==> src/rtl/uart_pkg.sv <==
// rtl/uart_pkg.sv - shared FSM state type and frame constants for the UART TX arbiter.
// UART_TX_PARITY_EN selects the 11-bit (parity) frame; otherwise frames are 10 bits.
package uart_pkg;

   localparam int DATA_BITS         = 8;
   localparam int FRAME_BITS_PARITY = 11;
   localparam int FRAME_BITS_PLAIN  = 10;

`ifdef UART_TX_PARITY_EN
   localparam int FRAME_BITS = FRAME_BITS_PARITY;
`else
   localparam int FRAME_BITS = FRAME_BITS_PLAIN;
`endif

   typedef enum logic [2:0] {
      IDLE,
      START,
      DATA,
`ifdef UART_TX_PARITY_EN
      PARITY,
`endif
      STOP
   } uart_state_e;

endpackage

==> src/rtl/uart_tx_serializer.sv <==
// rtl/uart_tx_serializer.sv - bit-timed UART frame serializer (start, LSB-first data, parity, stop).
// UART_TX_PARITY_EN inserts the even-parity bit between data and stop.
module uart_tx_serializer
   import uart_pkg::*;
#(
   parameter int CLKS_PER_BIT = 16
) (
   input  logic                 clk,
   input  logic                 rst,
   input  logic                 load_i,
   input  logic [DATA_BITS-1:0] byte_i,
   output logic                 tx_o,
   output logic                 done_o,
   output logic                 idle_o
);

   localparam int CNT_W = (CLKS_PER_BIT > 1) ? $clog2(CLKS_PER_BIT) : 1;
   localparam int IDX_W = $clog2(DATA_BITS);
   localparam logic [CNT_W-1:0] CNT_LAST = CNT_W'(CLKS_PER_BIT - 1);
   localparam logic [IDX_W-1:0] IDX_LAST = IDX_W'(DATA_BITS - 1);

   uart_state_e          state_q, state_d;
   logic [CNT_W-1:0]     cnt_q, cnt_d;
   logic [IDX_W-1:0]     idx_q, idx_d;
   logic [DATA_BITS-1:0] shift_q, shift_d;
   logic                 bit_end;
`ifdef UART_TX_PARITY_EN
   logic                 par_q, par_d;
`endif

   always_ff @(posedge clk or posedge rst) begin
      if (rst) begin
         state_q <= IDLE;
         cnt_q   <= '0;
         idx_q   <= '0;
         shift_q <= '0;
`ifdef UART_TX_PARITY_EN
         par_q   <= 1'b0;
`endif
      end else begin
         state_q <= state_d;
         cnt_q   <= cnt_d;
         idx_q   <= idx_d;
         shift_q <= shift_d;
`ifdef UART_TX_PARITY_EN
         par_q   <= par_d;
`endif
      end
   end

   always_comb begin
      state_d = state_q;
      cnt_d   = cnt_q;
      idx_d   = idx_q;
      shift_d = shift_q;
`ifdef UART_TX_PARITY_EN
      par_d   = par_q;
`endif
      tx_o    = 1'b1;
      done_o  = 1'b0;
      bit_end = (cnt_q == CNT_LAST);

      // One shared bit-period counter; it is already zero whenever IDLE is entered.
      if (state_q != IDLE) begin
         cnt_d = bit_end ? '0 : cnt_q + CNT_W'(1);
      end

      case (state_q)
         IDLE: begin
            if (load_i) begin
               shift_d = byte_i;
               idx_d   = '0;
`ifdef UART_TX_PARITY_EN
               par_d   = ^byte_i;
`endif
               state_d = START;
            end
         end
         START: begin
            tx_o = 1'b0;
            if (bit_end) state_d = DATA;
         end
         DATA: begin
            tx_o = shift_q[0];
            if (bit_end) begin
               shift_d = shift_q >> 1;
               if (idx_q == IDX_LAST) begin
`ifdef UART_TX_PARITY_EN
                  state_d = PARITY;
`else
                  state_d = STOP;
`endif
               end else begin
                  idx_d = idx_q + IDX_W'(1);
               end
            end
         end
`ifdef UART_TX_PARITY_EN
         PARITY: begin
            tx_o = par_q;
            if (bit_end) state_d = STOP;
         end
`endif
         STOP: begin
            tx_o = 1'b1;
            if (bit_end) begin
               done_o  = 1'b1;
               state_d = IDLE;
            end
         end
         default: state_d = IDLE;
      endcase
   end

   assign idle_o = (state_q == IDLE);

endmodule

==> src/rtl/uart_tx_arbiter.sv <==
// rtl/uart_tx_arbiter.sv - round-robin arbiter feeding N_REQ byte requesters into one UART TX line.
// UART_TX_PARITY_EN (in the serializer) selects 11-bit framing; default is 10-bit.
module uart_tx_arbiter
   import uart_pkg::*;
#(
   parameter int N_REQ        = 4,
   parameter int CLKS_PER_BIT = 16
) (
   input  logic                       clk,
   input  logic                       rst,
   input  logic [N_REQ-1:0]           req,
   input  logic [DATA_BITS*N_REQ-1:0] data,
   output logic [N_REQ-1:0]           gnt,
   output logic [$clog2(N_REQ)-1:0]   owner,
   output logic                       busy,
   output logic                       done,
   output logic                       tx
);

   localparam int IDX_W = $clog2(N_REQ);

   logic [IDX_W-1:0]     ptr_q, ptr_d;
   logic [IDX_W-1:0]     owner_q, owner_d;
   logic [N_REQ-1:0]     gnt_q, gnt_d;
   logic [IDX_W-1:0]     win, cand;
   logic                 found;
   logic                 load;
   logic                 ser_idle;
   logic [DATA_BITS-1:0] win_byte;

   // ptr_q holds the last winner, so the search starts one past it and wraps.
   always_comb begin
      win   = '0;
      cand  = '0;
      found = 1'b0;
      for (int k = 1; k <= N_REQ; k++) begin
         cand = IDX_W'((int'(ptr_q) + k) % N_REQ);
         if (!found && req[cand]) begin
            found = 1'b1;
            win   = cand;
         end
      end
   end

   assign load     = ser_idle & found;
   assign win_byte = data[DATA_BITS*win +: DATA_BITS];

   always_comb begin
      ptr_d   = ptr_q;
      owner_d = owner_q;
      gnt_d   = '0;
      if (load) begin
         ptr_d   = win;
         owner_d = win;
         gnt_d   = N_REQ'(1) << win;
      end
   end

   always_ff @(posedge clk or posedge rst) begin
      if (rst) begin
         ptr_q   <= IDX_W'(N_REQ - 1);
         owner_q <= '0;
         gnt_q   <= '0;
      end else begin
         ptr_q   <= ptr_d;
         owner_q <= owner_d;
         gnt_q   <= gnt_d;
      end
   end

   uart_tx_serializer #(
      .CLKS_PER_BIT (CLKS_PER_BIT)
   ) u_ser (
      .clk    (clk),
      .rst    (rst),
      .load_i (load),
      .byte_i (win_byte),
      .tx_o   (tx),
      .done_o (done),
      .idle_o (ser_idle)
   );

   assign gnt   = gnt_q;
   assign owner = owner_q;
   assign busy  = ~ser_idle;

endmodule

==> config.mk <==
export PLATFORM = sky130hd
export DESIGN_NAME = uart_tx_arbiter
export DESIGN_NICKNAME = d
export VERILOG_FILES = /design/src/rtl/uart_pkg.sv /design/src/rtl/uart_tx_serializer.sv /design/src/rtl/uart_tx_arbiter.sv
export SDC_FILE = /design/constraint.sdc
export NUM_CORES = 1
export LEC_CHECK = 0
export BUFFER_PORTS_ARGS = -buffer_cell sky130_fd_sc_hd__buf_2
export CORE_ASPECT_RATIO = 1.25
export CORE_MARGIN = 10
export CORE_UTILIZATION = 52
export CTS_CLUSTER_DIAMETER = 30
export CTS_CLUSTER_SIZE = 24
export DETAILED_ROUTE_END_ITERATION = 7
export PLACE_DENSITY = 0.78
export SLEW_MARGIN = 10
export SYNTH_ARGS = -nofsm -noshare
export SYNTH_HDL_FRONTEND = slang
export SYNTH_HIERARCHICAL = 1
export SYNTH_SLANG_ARGS = --single-unit
==> constraint.sdc <==
create_clock -name clk -period 2.4 [get_ports clk]
set_input_delay 0.12 -clock clk [delete_from_list [all_inputs] [get_ports clk]]
set_output_delay 0.12 -clock clk [all_outputs]
set_load 0.02 [all_outputs]
==> reports/metrics.yaml, run 1 <==
status:
  run_status: "finished clean"
sta:
  timing.final.hold_violations: 0
  fin_skew_ns: 0.00999
  setup_viol: 0
  setup-tns-final_ns: 0
  maxClockFrequency_mhz: 452
  grt_setup_unrepaired: "false"
  slew_headroom_pct: 54.0
  timing_worst_slew_pin_value_ns: 0.689
  finalMaxSlewViolations: 0
  min_period_ns: 2.21
  layout_worst_path_cycle_share_pct: 92.2
clock_tree:
  post_cts_resize_count: 0
  ctsHtreeMaxLevel: 1
  clk_path_buf_depth: 2
  cts_inserted_buffers: 3
  tritoncts_clock_tree: "yes"
  cts_post_setup_buffers_inserted: 0
  hold_buffers: 1
  clock-sinks: 25
  clock_latency_of_the_later_clocked_register_in_the_worst_skew_pair_ns: 0.27
  clock-root-buffer: "sky130_fd_sc_hd__clkbuf_8"
  cts.reportedPaths.clkPinSlew_ns: 0.09
global_routing:
  vias_in_the_first_global_route: 1437
  grt_start_max_net_pins: 19
  grt_use_total_pct: 12.8
  initial_antenna_violation_count: 0
  gr-total-overflow: 0
  global_route_wire_length_before_repair_um: 6550
synthesis:
  synthDominantCellAreaShare_pct: 33.9
  post_synth_main_area_contributors: "sky130_fd_sc_hd__dfrtp_1 34%, sky130_fd_sc_hd__mux2i_1 16%, sky130_fd_sc_hd__mux2_2 11%"
  ys_warn_count: 6
  synth_seq_cells: 25
  ys.flop_type: "sky130_fd_sc_hd__dfrtp_1"
  ys_seq_area_share_pct: 37.0
  synthDominantAreaCellType: "sky130_fd_sc_hd__dfrtp_1"
  synth_nets: 205
  number_of_enable_flip_flop_cells_after_synthesis: 0
  netlist-cell-type-count: 41
  synth_cells: 160
  cell_area_after_technology_mapping_sq_um: 1700
  avgSynthCellArea_sq_um: 10.6
  synth-async-reset-ratio_pct: 100
power:
  pwr_dens_nw_per_um2: 428
  report.power.total_mw: 0.858
  power.leakage_nw: 1.00
  power.ir.vdd_worst_v: 0.000351
critical_path:
  highest_net_fanout_along_the_worst_path: 8
  setup.worst_path.end_class: "register"
  crit_path_max_incr_delay_ns: 0.39
  cp_data_arrival_time_ns: 2.37
  setup.worst_path.class: "register to register"
  critPathRequiredTime_ns: 2.56
  cp-start-kind: "register"
  critical-path-slowest-cell: "sky130_fd_sc_hd__dfrtp_1"
  path_common_cell: "sky130_fd_sc_hd__inv_1"
  crit_path_cell_trace: "inv_1 -> ha_1 -> inv_1 -> a21o_1 -> inv_1 -> or2b_1 -> a31oi_4 -> mux2_2"
drt:
  firstDrtPassIters: 4
  vias: 1328
  postRouteAntennaNets: 0
  drt_first_iter_violations: 76
  wire_per_inst_um: 15.9
  detail_route.vias_per_cell: 5.47
  postRouteWirelength_um: 3870
  route.detailed.drc: 0
job:
  max_cap_viol_count: 0
floorplan:
  num_rows: 23
  die-area_sq_um: 5960
  number_of_i_o_pins: 47
  core-area_sq_um: 3170
  die-height_um: 83.9
  die_width_um: 71.1
  start_util_pct: 53.6
placement:
  place_congestion: 0.742
  place.port_buffers: 46
  detailedPlacementHpwl_um: 3210
layout:
  final_layout_size_suffix_gt1_share_pct: 37.9
  layout.core_utilization_pct: 63.3
  nFillCells: 269
  area.growth.synth_to_final_pct: 18.1
  finish.net_count: 252
  antenna_cells_inserted: 0
  mostFrequentLayoutCells: "46 x sky130_fd_sc_hd__buf_2, 27 x sky130_fd_sc_hd__mux2i_1, 23 x sky130_fd_sc_hd__dfrtp_1, 16 x sky130_fd_sc_hd__mux2_2"
  mostFrequentLayoutCell: "sky130_fd_sc_hd__buf_2"
hold_path:
  worst_hold_path_type: "input pin to register"
==> registers in the layout, summed over array words and instances, names as in the netlist <==
signal         cells
gnt                4
owner              2
ptr_q              2
u_ser/cnt_q        4
u_ser/idx_q        3
u_ser/shift_q      8
u_ser/state_q      2
==> report_power, final <==
part	internal (mW)	leakage, nW	total [mW]	switching, mW
Sequential	0.428	0.306	0.433	0.00540
Clock	0.117	0.0217	0.251	0.134
Combinational	0.0933	0.677	0.173	0.0797
Total	0.639	1.00	0.858	0.219
==> Yosys cell counts (2+ instances only) <==
library cell / number
sky130_fd_sc_hd__a21o_1: 3
sky130_fd_sc_hd__a21oi_1: 2
sky130_fd_sc_hd__a22o_1: 3
sky130_fd_sc_hd__buf_2: 2
sky130_fd_sc_hd__buf_4: 2
sky130_fd_sc_hd__buf_6: 4
sky130_fd_sc_hd__dfrtp_1: 23
sky130_fd_sc_hd__dfstp_2: 2
sky130_fd_sc_hd__ha_1: 7
sky130_fd_sc_hd__inv_1: 10
sky130_fd_sc_hd__mux2_2: 16
sky130_fd_sc_hd__mux2i_1: 27
sky130_fd_sc_hd__nand2_1: 10
sky130_fd_sc_hd__nand2b_1: 5
sky130_fd_sc_hd__nand3_1: 2
sky130_fd_sc_hd__nand3b_1: 2
sky130_fd_sc_hd__nor2_1: 10
sky130_fd_sc_hd__nor2b_1: 2
sky130_fd_sc_hd__nor3b_1: 2
sky130_fd_sc_hd__o211ai_1: 2
sky130_fd_sc_hd__o21ai_0: 3
sky130_fd_sc_hd__or2_2: 2
==> metrics by stage <==
step | hold WS, ns | worst slack, ns | std cells | area (sq um)
2_1_floorplan | -0.0658 | 0.302 | 160 | 1700
3_3_place_gp | 0.0785 | 0.261 | 238 | 1940
3_5_place_dp | 0.0895 | 0.192 | 238 | 1940
4_1_cts | 0.310 | 0.179 | 243 | 2000
5_1_grt | 0.350 | 0.0643 | 243 | 2000
6_report | 0.311 | 0.186 | 243 | 2000
==> path summary, 6_finish.rpt <==
check	startpoint	to	slack, ns	depth (start not counted)
worst min register to register	owner[1]	owner[1]	0.51	2
min in group asynchronous	rst	gnt[2]	0.34	3
worst max register to register	u_ser/state_q[0]	u_ser/shift_q[4]	0.19	8
max in group asynchronous	rst	u_ser/shift_q[6]	1.46	3
worst max-delay path	u_ser/state_q[0]	u_ser/shift_q[4]	0.19	8
worst min-delay path	req[0]	ptr_q[0]	0.31	4
==> layout make-up <==
| cell class | count | area, sq um | area share (%) |
|---|---|---|---|
| Multi-Input combinational cell | 116 | 963 | 48.1 |
| Sequential cell | 25 | 628 | 31.4 |
| Timing Repair Buffer | 50 | 275 | 13.7 |
| Tap cell | 37 | 46.3 | 2.31 |
| Clock buffer | 3 | 41.3 | 2.06 |
| Inverter | 11 | 41.3 | 2.06 |
| Clock inverter | 1 | 7.51 | 0.375 |
==> layer usage <==
layer  track usage (%)  vias to the layer above  part of all wire (%)
met4              2.65                        0                  0.39
met3              3.10                        2                   6.4
met5                 0                        -                     0
met1              13.7                      634                    40
li1                  -                      658                     -
met2              24.3                       34                    53
==> cells by family after synthesis <==
family,after synthesis,share of synthesized area [%]
xor+xnor,1,0.516
fa+ha+maj,7,5.16
buf+inv,19,6.56
flops,25,37.0
compound gates,22,10.3
simple gates,43,13.9
mux,43,26.5
==> worst max-delay path, delay by kind of cell, from the launching register on <==
kind | cells | cell delay [ns]
fa+ha+maj | 1 | 0.23
simple gates | 1 | 0.33
mux | 1 | 0.38
flops | 1 | 0.39
buf+inv | 3 | 0.34
compound gates | 2 | 0.44
(Power assumes the default switching activity.)
==> inputs of run 2 (changes only) <==
--- a/config.mk
+++ b/config.mk
@@ -14,3 +14,3 @@
 export DETAILED_ROUTE_END_ITERATION = 7
-export PLACE_DENSITY = 0.78
+export PLACE_DENSITY_LB_ADDON = 0.3
 export SLEW_MARGIN = 10
==> constraint.sdc (replaced) <==
create_clock -name clk -period 2.4 [get_ports clk]
set_input_delay 0.24 -clock clk [delete_from_list [all_inputs] [get_ports clk]]
set_output_delay 0.24 -clock clk [all_outputs]
set_load 0.02 [all_outputs]
==> run 2 against run 1 <==
Net effect: first-iteration DRC count down 64%; critical path depth unchanged; via count is 1.7% lower; total power is 1.3% lower; utilization down 0.12 points; die area unchanged.
==> reports/metrics.yaml, run 2 (same netlist as run 1, synthesis figures left out) <==
status:
  run_status: "finished clean"
drt:
  postRouteAntennaNets: 0  # unchanged
  firstDrtPassIters: 4  # unchanged
  detail_route.vias_per_cell: 5.37  # -1.7%
  postRouteWirelength_um: 3740  # -3.2%
  drt_first_iter_violations: 27  # -64%
  wire_per_inst_um: 15.4  # -3.2%
  route.detailed.drc: 0  # unchanged
  vias: 1306  # -1.7%
critical_path:
  cp_data_arrival_time_ns: 2.36  # about the same
  setup.worst_path.end_class: "register"
  cp-start-kind: "register"
  critPathRequiredTime_ns: 2.55  # about the same
  path_common_cell: "sky130_fd_sc_hd__inv_1"
  cpLargestDelayFamily: "compound AO/OA/AOI/OAI gates"
  critical-path-slowest-cell: "sky130_fd_sc_hd__dfrtp_1"
  crit_path_max_incr_delay_ns: 0.38  # about the same
  highest_net_fanout_along_the_worst_path: 8  # unchanged
  worst-path-buf-inv: 3  # unchanged
  setup.worst_path.class: "register to register"
  crit_path_cell_trace: "inv_1 -> ha_1 -> inv_1 -> a21o_1 -> inv_1 -> or2b_1 -> a31oi_4 -> mux2_2"
layout:
  nFillCells: 259  # -3.7%
  regMostFlops: "u_ser/shift_q"
  layout.core_utilization_pct: 63.2  # -0.12 points
  mostFrequentLayoutCells: "46 x sky130_fd_sc_hd__buf_2, 27 x sky130_fd_sc_hd__mux2i_1, 23 x sky130_fd_sc_hd__dfrtp_1, 16 x sky130_fd_sc_hd__mux2_2"
  finish.net_count: 252  # unchanged
  antenna_cells_inserted: 0  # unchanged
  flip_flop_count_of_the_largest_register_all_copies_and_words_added: 8  # unchanged
  mostFrequentLayoutCell: "sky130_fd_sc_hd__buf_2"
  area.growth.synth_to_final_pct: 17.8
  final_layout_size_suffix_gt1_share_pct: 37.4  # -0.49 points
floorplan:
  number_of_i_o_pins: 47  # unchanged
  die_width_um: 71.1  # unchanged
  num_rows: 23  # unchanged
  core-area_sq_um: 3170  # unchanged
  start_util_pct: 53.6  # unchanged
  die-height_um: 83.9  # unchanged
  die-area_sq_um: 5960  # unchanged
clock_tree:
  cts_inserted_buffers: 3  # unchanged
  tritoncts_clock_tree: "yes"
  clk_path_buf_depth: 2  # unchanged
  cts.reportedPaths.clkPinSlew_ns: 0.09  # about the same
  clock_latency_of_the_later_clocked_register_in_the_worst_skew_pair_ns: 0.26  # about the same
  ctsHtreeMaxLevel: 1  # unchanged
  clock-sinks: 25  # unchanged
  clock-root-buffer: "sky130_fd_sc_hd__clkbuf_8"
  cts_post_setup_buffers_inserted: 0  # unchanged
global_routing:
  gr-total-overflow: 0  # unchanged
  initial_antenna_violation_count: 0  # unchanged
  grt_start_max_net_pins: 19  # unchanged
  vias_in_the_first_global_route: 1421  # -1.1%
  grt_use_total_pct: 12.4  # -0.43 points
  global_route_wire_length_before_repair_um: 6350  # -3.1%
power:
  power.ir.vdd_worst_v: 0.000325  # -7.5%
  report.power.total_mw: 0.847  # -1.3%
  power.leakage_nw: 1.01  # +0.10%
  pwr_dens_nw_per_um2: 424  # -1.1%
sta:
  finalMaxSlewViolations: 0  # unchanged
  slew_headroom_pct: 55.9  # +1.9 points
  fin_skew_ns: 0.00604  # -0.00395 ns
  setup-tns-final_ns: 0  # unchanged
  hold_ws_ns: 0.444  # +0.133 ns
  grt_setup_unrepaired: "false"
  setup_viol: 0  # unchanged
  layout_setup_ws_ns: 0.183  # -0.00387 ns
  maxClockFrequency_mhz: 451  # -0.17%
  timing_worst_slew_pin_value_ns: 0.644  # -0.0444 ns
  layout_worst_path_cycle_share_pct: 92.4  # +0.16 points
  timing.final.hold_violations: 0  # unchanged
  min_period_ns: 2.22  # +0.00387 ns
hold_path:
  worst_hold_path_type: "input pin to register"
placement:
  detailedPlacementHpwl_um: 3120  # -2.8%
  place.port_buffers: 46  # unchanged
  placement.setup.worst_slack_ns: 0.206  # +0.0135 ns
  place_congestion: 0.915  # +23%
job:
  max_cap_viol_count: 0  # unchanged
run 2: layout make-up:
type / count / area [sq um] / share of cell area, %
Sequential cell: 25 / 628 / 31.4
Clock buffer: 4 / 45.0 / 2.25
Inverter: 11 / 41.3 / 2.07
Tap cell: 37 / 46.3 / 2.32
Timing Repair Buffer: 50 / 275 / 13.8
Multi-Input combinational cell: 116 / 963 / 48.2
run 2: tightest hold or removal path, stage by stage:
cell                      delay [ns]
sky130_fd_sc_hd__buf_2          0.11
sky130_fd_sc_hd__nor2_1         0.04
sky130_fd_sc_hd__a21o_1         0.20
sky130_fd_sc_hd__nand2_1        0.07
sky130_fd_sc_hd__nand2_1        0.05
run 2: report_power, final:
group	internal, mW	switching [mW]
logic	0.0933	0.0777
clock network	0.118	0.124
registers	0.428	0.00583
total	0.640	0.207
run 2: routing by layer:
metal  track usage [%]  wire, um
met5                 0         0
met4              3.35         8
met3              3.45       182
met2              23.4      2230
met1              12.7      1320
run 2: through the flow:
stage	cell area, sq um	cells
after detailed placement	1940	238
after global routing	2000	243
after global placement	1940	238
after CTS	2000	243
final	2000	243
after floorplan	1700	160
run 2: worst paths after layout:
path                                  start               end  slack (ns)  cells after the start
min in group asynchronous               rst          owner[0]        0.47                      3
hold reg to reg            u_ser/shift_q[6]  u_ser/shift_q[6]        0.51                      1
max in group asynchronous               rst  u_ser/shift_q[1]        1.35                      3
hold / removal                       req[0]          ptr_q[1]        0.44                      5
setup reg to reg           u_ser/state_q[0]  u_ser/shift_q[4]        0.18                      8
setup / recovery           u_ser/state_q[0]  u_ser/shift_q[4]        0.18                      8
run 2: timing repair:
item	4_1_cts	5_1_grt
hold endpoints to repair	6	0
hold buffers	1	0
endpoints found under the setup margin	0	0
gates resized for setup	0	0
